### config.mk
export PLATFORM = sky130hd
export DESIGN_NAME = param_wave_generator
export DESIGN_NICKNAME = d
export VERILOG_FILES = /design/src/rtl/param_wave_generator.sv
export SDC_FILE = /design/constraint.sdc
export NUM_CORES = 1
export LEC_CHECK = 0
export CELL_PAD_IN_SITES_DETAIL_PLACEMENT = 0
export CELL_PAD_IN_SITES_GLOBAL_PLACEMENT = 2
export CORE_MARGIN = 2
export CORE_UTILIZATION = 46
export CTS_BUF_LIST = sky130_fd_sc_hd__clkbuf_2
export CTS_CLUSTER_SIZE = 30
export DETAILED_ROUTE_END_ITERATION = 7
export DONT_BUFFER_PORTS = 1
export PLACE_DENSITY = 0.86
export SLEW_MARGIN = 25
export SYNTH_ARGS = -nofsm -noshare
export SYNTH_HDL_FRONTEND = slang
export SYNTH_SLANG_ARGS = --single-unit
### constraint.sdc
create_clock -name clk -period 9.6 [get_ports clk]
set_input_delay 1.92 -clock clk [delete_from_list [all_inputs] [get_ports clk]]
set_output_delay 1.92 -clock clk [all_outputs]
set_load 0.1 [all_outputs]
### src/rtl/param_wave_generator.sv
// Multi-mode waveform generator: triangle, saw-up, saw-down or square samples
// within a [lo, hi] window; a shadowed config is applied only at period boundaries.
module param_wave_generator #(
  parameter int unsigned WIDTH    = 8,
  parameter int unsigned DEF_MODE = 0,
  parameter int unsigned DEF_STEP = 1
) (
  input  logic             clk,
  input  logic             reset,
  input  logic             en,
  input  logic             cfg_load,
  input  logic [1:0]       cfg_mode,
  input  logic [WIDTH-1:0] cfg_step,
  input  logic [WIDTH-1:0] cfg_lo,
  input  logic [WIDTH-1:0] cfg_hi,
  output logic [WIDTH-1:0] wave_out,
  output logic             period_start,
  output logic             cfg_pending,
  output logic             cfg_err
);

  localparam int unsigned EW = WIDTH + 1;
  localparam logic [1:0]  DEF_MODE_L = 2'(DEF_MODE);

  typedef enum logic [1:0] {
    MODE_TRI    = 2'd0,
    MODE_SAW_UP = 2'd1,
    MODE_SAW_DN = 2'd2,
    MODE_SQUARE = 2'd3
  } mode_e;

  typedef enum logic {
    DIR_UP = 1'b0,
    DIR_DN = 1'b1
  } dir_e;

  typedef struct packed {
    mode_e            mode;
    logic [WIDTH-1:0] step;
    logic [WIDTH-1:0] lo;
    logic [WIDTH-1:0] hi;
  } cfg_t;

  localparam cfg_t DEF_CFG = '{
    mode: mode_e'(DEF_MODE_L),
    step: WIDTH'(DEF_STEP),
    lo:   '0,
    hi:   '1
  };

  cfg_t             act_q, act_d;
  cfg_t             shd_q, shd_d;
  logic [WIDTH-1:0] cnt_q, cnt_d;
  dir_e             dir_q, dir_d;
  logic             pend_q, pend_d;
  logic             err_q, err_d;
  logic [WIDTH-1:0] wave_q, wave_d;
  logic             pstart_q, pstart_d;

  logic [WIDTH-1:0] step_eff;
  logic [EW-1:0]    cnt_x, step_x, lo_x, hi_x, up_sum, lo_sum;
  logic [WIDTH-1:0] out_val;
  logic             at_start;
  logic             wrap;
  logic             apply;

  // Bound compares run one bit wider so cnt+step can never wrap past hi.
  assign step_eff = (act_q.step == '0) ? WIDTH'(1) : act_q.step;
  assign cnt_x    = {1'b0, cnt_q};
  assign step_x   = {1'b0, step_eff};
  assign lo_x     = {1'b0, act_q.lo};
  assign hi_x     = {1'b0, act_q.hi};
  assign up_sum   = cnt_x + step_x;
  assign lo_sum   = lo_x + step_x;

  assign out_val  = (act_q.mode == MODE_SQUARE) ?
                    ((dir_q == DIR_UP) ? act_q.hi : act_q.lo) : cnt_q;
  assign at_start = (act_q.mode == MODE_SAW_DN) ? (cnt_q == act_q.hi) :
                    ((cnt_q == act_q.lo) &&
                     ((act_q.mode == MODE_SAW_UP) || (dir_q == DIR_UP)));

  // Next-state: sequencer step, config apply, shadow capture.
  always_comb begin
    act_d    = act_q;
    shd_d    = shd_q;
    cnt_d    = cnt_q;
    dir_d    = dir_q;
    pend_d   = pend_q;
    err_d    = err_q;
    wave_d   = wave_q;
    pstart_d = 1'b0;
    wrap     = 1'b0;

    if (err_q) begin
      cnt_d  = act_q.lo;
      wave_d = act_q.lo;
    end else if (en) begin
      wave_d   = out_val;
      pstart_d = at_start;
      case (act_q.mode)
        MODE_SAW_UP: begin
          if (up_sum > hi_x) begin
            cnt_d = act_q.lo;
            wrap  = 1'b1;
          end else begin
            cnt_d = up_sum[WIDTH-1:0];
          end
        end
        MODE_SAW_DN: begin
          if (cnt_x < lo_sum) begin
            cnt_d = act_q.hi;
            wrap  = 1'b1;
          end else begin
            cnt_d = cnt_q - step_eff;
          end
        end
        MODE_TRI, MODE_SQUARE: begin
          if (dir_q == DIR_UP) begin
            if (up_sum >= hi_x) begin
              cnt_d = act_q.hi;
              dir_d = DIR_DN;
            end else begin
              cnt_d = up_sum[WIDTH-1:0];
            end
          end else begin
            if (cnt_x <= lo_sum) begin
              cnt_d = act_q.lo;
              dir_d = DIR_UP;
              wrap  = 1'b1;
            end else begin
              cnt_d = cnt_q - step_eff;
            end
          end
        end
      endcase
    end

    // An invalid active config never wraps, so a pending one is taken at once.
    apply = pend_q && (!en || wrap || err_q);
    if (apply) begin
      act_d  = shd_q;
      err_d  = (shd_q.lo >= shd_q.hi);
      cnt_d  = ((shd_q.mode == MODE_SAW_DN) && !err_d) ? shd_q.hi : shd_q.lo;
      dir_d  = DIR_UP;
      pend_d = 1'b0;
    end

    if (cfg_load) begin
      shd_d  = '{mode: mode_e'(cfg_mode), step: cfg_step, lo: cfg_lo, hi: cfg_hi};
      pend_d = 1'b1;
    end
  end

  always_ff @(posedge clk or negedge reset) begin
    if (!reset) begin
      act_q    <= DEF_CFG;
      shd_q    <= DEF_CFG;
      cnt_q    <= '0;
      dir_q    <= DIR_UP;
      pend_q   <= 1'b0;
      err_q    <= 1'b0;
      wave_q   <= '0;
      pstart_q <= 1'b0;
    end else begin
      act_q    <= act_d;
      shd_q    <= shd_d;
      cnt_q    <= cnt_d;
      dir_q    <= dir_d;
      pend_q   <= pend_d;
      err_q    <= err_d;
      wave_q   <= wave_d;
      pstart_q <= pstart_d;
    end
  end

  assign wave_out     = wave_q;
  assign period_start = pstart_q;
  assign cfg_pending  = pend_q;
  assign cfg_err      = err_q;

endmodule
==> results.cfg, run 1 <==
[global_route]
antenna_found_initial = 0
grt_max_degree = 73
grt_first_pass_wirelength_um = 25640
grt_pass1_vias = 4447
track_usage_pct = 25.69
grt.overflow.total = 0

[clock_tree]
numCtsBuffers = 9
clkTransAtPathRegs_ps = 250
cts.path.max_buffers = 2
h-tree-depth = 3
post_cts_resized = 0
postCtsSetupBuffers = 0
clkSinkCount = 72
clk_latency_ps = 550
cts_tree = built
cts_root_buffer = clkbuf_2
cts_hold_buf = 0

[route]
first_pass_iters = 5
dr_wl_met2_um = 7152
wl_met3_um = 832
vias = 4395
top_layer = met4
vias_per_cell = 6.070
wl_per_cell_um = 22.09
drc = 0
ant_nets = 0
finalWirelength_um = 16000
drt-initial-drc-count = 368
wl_met1_um = 7816

[worst_setup_path]
cp-end-kind = flop
cp.arrival_ps = 5340
worst_path_largest_cell_delay_ps = 790
cpMaxStageDelayCell = nor3_2
crit_fanout = 10
cpLargestDelayFamily = compound AO/OA/AOI/OAI gates
cp.buffers_inverters = 1
crit_chain = inv_1, a41o_1, ha_1, fa_1, a211oi_2, o21bai_1, a21oi_1, xor2_1, ha_1, o21ai_1, a211oi_1, o21ai_1, nor3_2, mux2i_1, mux2i_1, a211o_1, a22o_1
worstPathRequired_ps = 10090
crit_type = reg -> reg
critPathLaunchType = flop

[placement]
dp_slack_ps = 4841
placedCellCount = 708
portBuffers = 0
place_congestion = 0.8924
post-dp-hpwl_um = 12010

[run]
max_cap_viol_count = 0

[sta]
fin_crit_ps = 4858
relSlewSlack_pct = 29.60
slew_violations = 0
fmax_mhz = 205.9
post-route-period-util_pct = 50.60
tightestPinTransition_ps = 1056
setup_violations = 0
hold-worst-slack_ps = 507.5
tns_ps = 0
rsz0062_at_grt = false
hold_violations = 0
setup_ws_ps = 4742
finalClockSkew_ps = 46.10

[synth]
ys_types = 81
synth_area_per_cell_um2 = 9.517
synth_seq_cells = 72
synthesis.area_um2 = 5605
synth-edff-count = 0
ys.warnings.count = 0
async_flop_share_pct = 100.0
syn_nets = 672
ys_top_cells_by_area = dfrtp_1 (24%), ha_1 (11%), dfstp_2 (8.4%), mux2i_1 (6.6%), mux2_2 (5.4%)
yosys_most_used_dff = dfrtp_1
netlist_instances = 589
seq_area_frac_synth_pct = 32.54
yosys.area.top_type_share_pct = 24.11
synth_top_area_cell = dfrtp_1

[status]
outcome = complete, no violations

[floorplanning]
coreArea_um2 = 11960
die_h_um = 114.4
fp-row-count = 40
pin_count = 41
fp.dieW_um = 114.4
die_area_um2 = 13090
start_util_pct = 46.86

[cells_and_area]
drive_gt1_share_pct = 14.73
final_common_cell = dfrtp_1
area_growth_pct = 3.214
mostFrequentLayoutCells = dfrtp_1 (53), ha_1 (50), nand2_1 (47)
final_cells = 724
fin_nets = 655
antenna_cells = 0

[worst_hold_path]
min_path_type = reg -> reg
[synth_stat cells (3+ instances only)]
cell / n
a2111oi_0: 3
a211oi_1: 5
a21o_1: 3
a21oi_1: 36
a22o_1: 3
a31o_2: 3
a31oi_1: 3
buf_2: 5
buf_6: 6
clkbuf_1: 16
dfrtp_1: 54
dfstp_2: 18
fa_1: 3
ha_1: 50
inv_1: 32
mux2_1: 8
mux2_2: 27
mux2i_1: 37
nand2_1: 47
nand2b_1: 5
nand4_1: 7
nor2_1: 38
nor2b_1: 8
nor3_1: 13
nor3b_1: 4
o211ai_1: 4
o21ai_0: 37
o21ai_1: 14
o21bai_1: 6
o2bb2ai_1: 3
or3_1: 4
xnor2_1: 19
xor2_1: 12
[cells by family (layout without fill, tap and decap cells)]
logic type / count (synthesis) / in the layout / synth area share (%)
buffers and inverters: 62 / 50 / 5.134
DFF: 72 / 72 / 32.54
and+or+nand+nor: 145 / 145 / 13.19
muxes: 73 / 73 / 13.91
xor gates and xnor gates: 31 / 31 / 4.844
AOI/OAI and AO/OA: 153 / 153 / 18.15
adders and majority gates: 53 / 53 / 12.23
[sequential cells by signal, indices dropped and copies added, names as in the netlist]
name	flops
act_q	26
dir_q	1
cfg_pending	1
wave_out	8
period_start	1
cnt_q	8
cfg_err	1
shd_q	26
[worst reg2reg max path: stages, from the launching register on]
cell	delay, ps
dfrtp_1	530
inv_1	150
a41o_1	250
ha_1	220
fa_1	440
a211oi_2	240
o21bai_1	110
a21oi_1	200
xor2_1	90
ha_1	320
o21ai_1	80
a211oi_1	260
o21ai_1	210
nor3_2	790
mux2i_1	290
mux2i_1	100
a211o_1	330
a22o_1	170
[final timing paths]
path | cells after the start | start | to | slack (ps)
max in group asynchronous | 0 | reset | shd_q[0] | 8320
max reg2reg | 17 | act_q[17] | cnt_q[1] | 4740
max | 17 | act_q[17] | cnt_q[1] | 4740
min in group asynchronous | 0 | reset | cfg_pending | 1020
min reg2reg | 2 | shd_q[4] | act_q[4] | 510
min | 2 | shd_q[4] | act_q[4] | 510
[per-stage QoR]
step / instance area, µm² / utilization (%)
5_1_grt: 5786 / 48.37
4_1_cts: 5786 / 48.37
3_5_place_dp: 5645 / 47.20
2_1_floorplan: 5605 / -
3_3_place_gp: 5645 / 47.20
6_report: 5786 / 48.37
[layout make-up]
| type | instances | area [µm²] |
|---|---|---|
| repair buffers | 2 | 15.01 |
| inverters | 32 | 120.1 |
| clock inverters | 7 | 95.09 |
| well taps | 147 | 183.9 |
| flip-flops and latches | 72 | 1826 |
| fillers | 1157 | 6176 |
| multi-input cells | 455 | 3501 |
| clock buffers | 9 | 45.04 |
[per-layer routing]
metal  up-vias  global-route usage, %
met1      2154                  37.96
met5         -                      0
met3        12                  4.129
met4         0                  6.179
li1       2099                      -
met2       130                  39.37
Power of run 1 is not shown: default switching activity piles up to over one toggle a cycle in this logic, so the estimate is an artifact.
==> run 2: changes to the inputs <==
--- a/config.mk
+++ b/config.mk
@@ -8,12 +8,12 @@
 export CELL_PAD_IN_SITES_DETAIL_PLACEMENT = 0
 export CELL_PAD_IN_SITES_GLOBAL_PLACEMENT = 2
 export CORE_MARGIN = 2
-export CORE_UTILIZATION = 46
+export CORE_UTILIZATION = 43
 export CTS_BUF_LIST = sky130_fd_sc_hd__clkbuf_2
 export CTS_CLUSTER_SIZE = 30
 export DETAILED_ROUTE_END_ITERATION = 7
 export DONT_BUFFER_PORTS = 1
-export PLACE_DENSITY = 0.86
+export PLACE_DENSITY = 0.81
 export SLEW_MARGIN = 25
 export SYNTH_ARGS = -nofsm -noshare
 export SYNTH_HDL_FRONTEND = slang
==> constraint.sdc (replaced) <==
create_clock -name clk -period 4.85 [get_ports clk]
set_input_delay 0.97 -clock clk [delete_from_list [all_inputs] [get_ports clk]]
set_output_delay 0.97 -clock clk [all_outputs]
set_load 0.1 [all_outputs]
==> run 2 against run 1 <==
Against the previous run:
- register-to-register slack worse by 4400 ps
- global-route usage is 1.4 points lower
- worst setup slack worse by 4400 ps
- clock skew is 13 ps lower
- via count is 1.6% higher
- maximum frequency is 7.1% higher
- count of clock-buffer cells in the layout is 1 higher
- critical endpoint is now cnt_q[4]
==> results.cfg, run 2 (same netlist as run 1, synthesis figures left out) <==
[route]
dr_wl_met2_um = 7064
wl_per_cell_um = 21.89
first_pass_iters = 4
wl_met1_um = 8130
finalWirelength_um = 16570
drt-initial-drc-count = 354
ant_nets = 0
vias = 4467
wl_met3_um = 953
drc = 0
top_layer = met4
vias_per_cell = 5.901

[clock_tree]
clkTransAtPathRegs_ps = 240
cts.path.max_buffers = 2
clkSinkCount = 72
clk_latency_ps = 540
post_cts_resized = 0
cts_tree = built
h-tree-depth = 3
cts_root_buffer = clkbuf_2
numCtsBuffers = 9

[sta]
setup_violations = 0
post-route-period-util_pct = 93.54
slew_violations = 0
relSlewSlack_pct = 31.40
finalClockSkew_ps = 33.06
tns_ps = 0
rsz0062_at_grt = false
hold-worst-slack_ps = 87.07
hold_violations = 0
fin_crit_ps = 4537
tightestPinTransition_ps = 1029
fmax_mhz = 220.4

[worst_setup_path]
cp-end-kind = flop
cp.arrival_ps = 4990
cpLargestDelayFamily = compound AO/OA/AOI/OAI gates
worst_path_largest_cell_delay_ps = 520
crit_top_cell = ha_1
crit_chain = inv_1, a41o_1, ha_1, fa_1, nand2b_4, a21oi_4, or4_1, nand3_1, ha_1, o21ai_0, nor2_1, o22ai_1, and3_4, mux2_1, a221o_1, o21ai_1, a221oi_1
cpMaxStageDelayCell = dfrtp_1
rr_worst_depth = 17
reg2reg_from = act_q[17]
crit_fanout = 11
rrSetupSlack_ps = 310
critPathLaunchType = flop
reg2reg_to = cnt_q[4]
crit_type = reg -> reg
cp.buffers_inverters = 1
worstPathRequired_ps = 5300

[cells_and_area]
largest_registers = act_q x26, shd_q x26
antenna_cells = 0
fin_nets = 663
seqCellArea_um2 = 1826
area_growth_pct = 4.710
drive_gt1_share_pct = 15.73
mostFrequentLayoutCells = dfrtp_1 (53), ha_1 (50), nand2_1 (47)
fin_area_um2 = 5869
final_common_cell = dfrtp_1
fill_cells = 1259
multiInputGateArea_um2 = 3501

[global_route]
antenna_found_initial = 0
grt_first_pass_wirelength_um = 26100
track_usage_pct = 24.28
grt_max_degree = 73
grt.overflow.total = 0
grt_pass1_vias = 4499

[worst_hold_path]
min_path_type = in -> async

[placement]
post-dp-hpwl_um = 12520
place_congestion = 0.9400
portBuffers = 0
dpl_cell_area_um2 = 5742

[floorplanning]
fp-row-count = 41
pin_count = 41
die_area_um2 = 13970
fp.dieW_um = 118.2
die_h_um = 118.2
start_util_pct = 44.24
coreArea_um2 = 12670

[run]
max_cap_viol_count = 0

[status]
outcome = complete, no violations
run 2: cell types whose count changed in the layout (fill, tap and decap cells not counted):
cell,change
clkinv_2,-1
bufinv_16,-1
clkinv_4,-1
buf_4,+6
clkbuf_2,+1
dlygate4sd3_1,+1
buf_12,+1
clkinvlp_4,+1
inv_6,+1
run 2: worst max path at each step:
stage	from	endpoint	slack, ps	cells past startpoint
final	act_q[17]	cnt_q[4]	310	17
after global placement	act_q[17]	cnt_q[4]	460	17
after floorplan	act_q[17]	cnt_q[3]	730	18
after CTS	act_q[17]	cnt_q[4]	310	17
after global routing	act_q[17]	cnt_q[4]	40	17
after detailed placement	act_q[17]	cnt_q[4]	370	17
run 2: worst reg2reg max path: cells and delay by family, from the launching register on:
kind	cells	cell delay (ps)
compound gates	7	1360
fa+ha+maj	3	960
buf+inv	1	160
flops	1	520
mux	1	350
simple gates	5	1090
run 2: cell type report:
type	count	share of cell area (%)
Multi-Input combinational cell	455	59.65
Clock inverter	6	1.151
Inverter	32	2.046
Sequential cell	72	31.10
Tap cell	172	3.667
Timing Repair Buffer	10	1.535
Clock buffer	10	0.8527
run 2: timing repair:
item,CTS,global route
endpoints found under the hold margin,0,17
setup buffers,0,0
hold buffers,0,1
run 2: per-layer routing:
metal | vias up | GRT usage, %
met1 | 2183 | 35.25
met4 | 0 | 8.886
met5 | - | 0
met3 | 31 | 4.923
met2 | 146 | 35.51
li1 | 2107 | -
run 2: stage by stage:
stage | cells | util [%] | setup WS (ps)
after floorplan | 589 | - | 733.5
after global placement | 740 | 45.31 | 462.0
after detailed placement | 740 | 45.31 | 367.5
after CTS | 756 | 46.24 | 314.3
after global routing | 757 | 46.32 | 35.30
final | 757 | 46.32 | 313.3
Power of run 2 is left out for the same reason.
==> run 3: changes to the inputs <==
--- a/config.mk
+++ b/config.mk
@@ -8,12 +8,13 @@
 export CELL_PAD_IN_SITES_DETAIL_PLACEMENT = 0
 export CELL_PAD_IN_SITES_GLOBAL_PLACEMENT = 2
 export CORE_MARGIN = 2
-export CORE_UTILIZATION = 43
+export CORE_UTILIZATION = 38
 export CTS_BUF_LIST = sky130_fd_sc_hd__clkbuf_2
 export CTS_CLUSTER_SIZE = 30
 export DETAILED_ROUTE_END_ITERATION = 7
 export DONT_BUFFER_PORTS = 1
-export PLACE_DENSITY = 0.81
+export HOLD_SLACK_MARGIN = 0.03
+export PLACE_DENSITY = 0.76
 export SLEW_MARGIN = 25
 export SYNTH_ARGS = -nofsm -noshare
 export SYNTH_HDL_FRONTEND = slang
==> constraint.sdc (replaced) <==
create_clock -name clk -period 3.7 [get_ports clk]
set_input_delay 0.74 -clock clk [delete_from_list [all_inputs] [get_ports clk]]
set_output_delay 0.74 -clock clk [all_outputs]
set_load 0.1 [all_outputs]
==> run 3 against run 2 <==
Against the previous run:
- via count grew 10%
- the flow now finishes with violations (negative setup slack)
- design area grew 20%
- cell count up 14%
- count of clock-buffer cells in the layout did not move
- largest cell class unchanged
==> results.cfg, run 3 (same netlist as run 1, synthesis figures left out) <==
[cells_and_area]
fin_nets = 756
fill_cells = 1365
antenna_cells = 0
area_growth_pct = 25.76
mostFrequentLayoutCells = buf_4 (79), dfrtp_1 (52), ha_1 (47)
final_cells = 862
final_common_cell = buf_4
drive_gt1_share_pct = 36.43
largest_registers = act_q x26, shd_q x26

[placement]
portBuffers = 0
post-dp-hpwl_um = 13760
placedCellCount = 822
place_congestion = 0.9689

[floorplanning]
fp.dieW_um = 125.5
start_util_pct = 38.71
fp-row-count = 44
coreArea_um2 = 14480
die_h_um = 125.5
pin_count = 41
die_area_um2 = 15740

[sta]
fmax_mhz = 255.6
fin_crit_ps = 3913
post-route-period-util_pct = 105.7
slew_violations = 0
setup_ws_ps = -212.7
tightestPinTransition_ps = 1039
relSlewSlack_pct = 30.19
finalClockSkew_ps = 39.55
hold_violations = 0
rsz0062_at_grt = true
setup_violations = 34
hold-worst-slack_ps = 206.0

[worst_setup_path]
cp.arrival_ps = 4390
worstPathRequired_ps = 4180
cp-end-kind = flop
critPathLaunchType = flop
crit_type = reg -> reg
rr_worst_depth = 21
crit_fanout = 4

[clock_tree]
clkSinkCount = 72
clkTransAtPathRegs_ps = 220
numCtsBuffers = 9
h-tree-depth = 3
clk_latency_ps = 560
cts_root_buffer = clkbuf_2
cts.path.max_buffers = 2
cts_tree = built

[route]
vias_per_cell = 5.717
drc = 0
wl_per_cell_um = 20.97
first_pass_iters = 8
finalWirelength_um = 18080
vias = 4928
drt-initial-drc-count = 417
ant_nets = 0

[run]
max_cap_viol_count = 0

[status]
violations = negative setup slack
outcome = finished with violations

[global_route]
track_usage_pct = 23.38
grt_pass1_vias = 5042
antenna_found_initial = 0
grt.overflow.total = 0
grt_max_degree = 73
grt_first_pass_wirelength_um = 28320

[worst_hold_path]
min_delay_path_depth = 1
min_path_type = in -> reg
[run 3: worst max-delay path: stages (launching register included)]
cell      delay (ps)
dfrtp_1          440
nor4_2           240
a41o_1           230
ha_2             190
a21o_1           130
a21oi_2           60
o21bai_1         170
a21oi_2           90
o21bai_1         140
a21oi_1          100
xor2_1           150
ha_1             300
nor2_1            60
a211oi_2         200
o21ai_2          110
buf_4            150
o31ai_4          250
a21boi_4         140
buf_6            150
buf_6            120
a221oi_2         220
a21boi_2         190
[run 3: final timing paths]
| path | start | end | slack [ps] |
|---|---|---|---|
| setup / recovery | act_q[19] | cnt_q[5] | -210 |
| min in group asynchronous | reset | shd_q[9] | 730 |
| hold / removal | cfg_load | shd_q[1] | 210 |
| hold reg to reg | shd_q[3] | act_q[3] | 450 |
| max in group asynchronous | reset | act_q[16] | 2600 |
| setup reg to reg | act_q[19] | cnt_q[5] | -210 |
[run 3: repair_timing]
item / in CTS / in global routing
buffers inserted: 17 / 5
hold endpoints to repair: 72 / 0
hold buffers: 2 / 0
gates cloned: 2 / 0
pin swaps: 38 / 9
resized for setup: 88 / 13
setup endpoints to repair: 36 / 36
[run 3: layer usage]
| layer | global-route usage (%) | vias to the layer above | share of wire (%) |
|---|---|---|---|
| met4 | 8.954 | 0 | 3.3 |
| met3 | 2.781 | 41 | 4.9 |
| met2 | 37.77 | 159 | 47 |
| li1 | - | 2290 | - |
| met5 | 0 | - | 0 |
| met1 | 32.16 | 2438 | 45 |
[run 3: stage by stage]
step                cell area [µm²]  worst slack, ps  setup TNS [ps]  util, %
floorplan                      5647           -156.7          -185.0        -
global placement               6336           -380.1           -7525    43.76
detailed placement             6336           -399.5           -8331    43.76
CTS                            6969           -218.2           -3173    48.13
global route                   7049           -463.7          -11630    48.69
finish                         7049           -212.7           -3649    48.69
[run 3: area by class of cell]
class	instances	area, µm²	area share (%)
inverters	32	120.1	1.704
multi-input cells	455	3842	54.51
flip-flops and latches	72	1827	25.91
repair buffers	103	912.1	12.94
clock buffers	10	50.05	0.7100
well taps	184	230.2	3.266
clock inverters	6	67.56	0.9585
Power of run 3 is left out for the same reason.
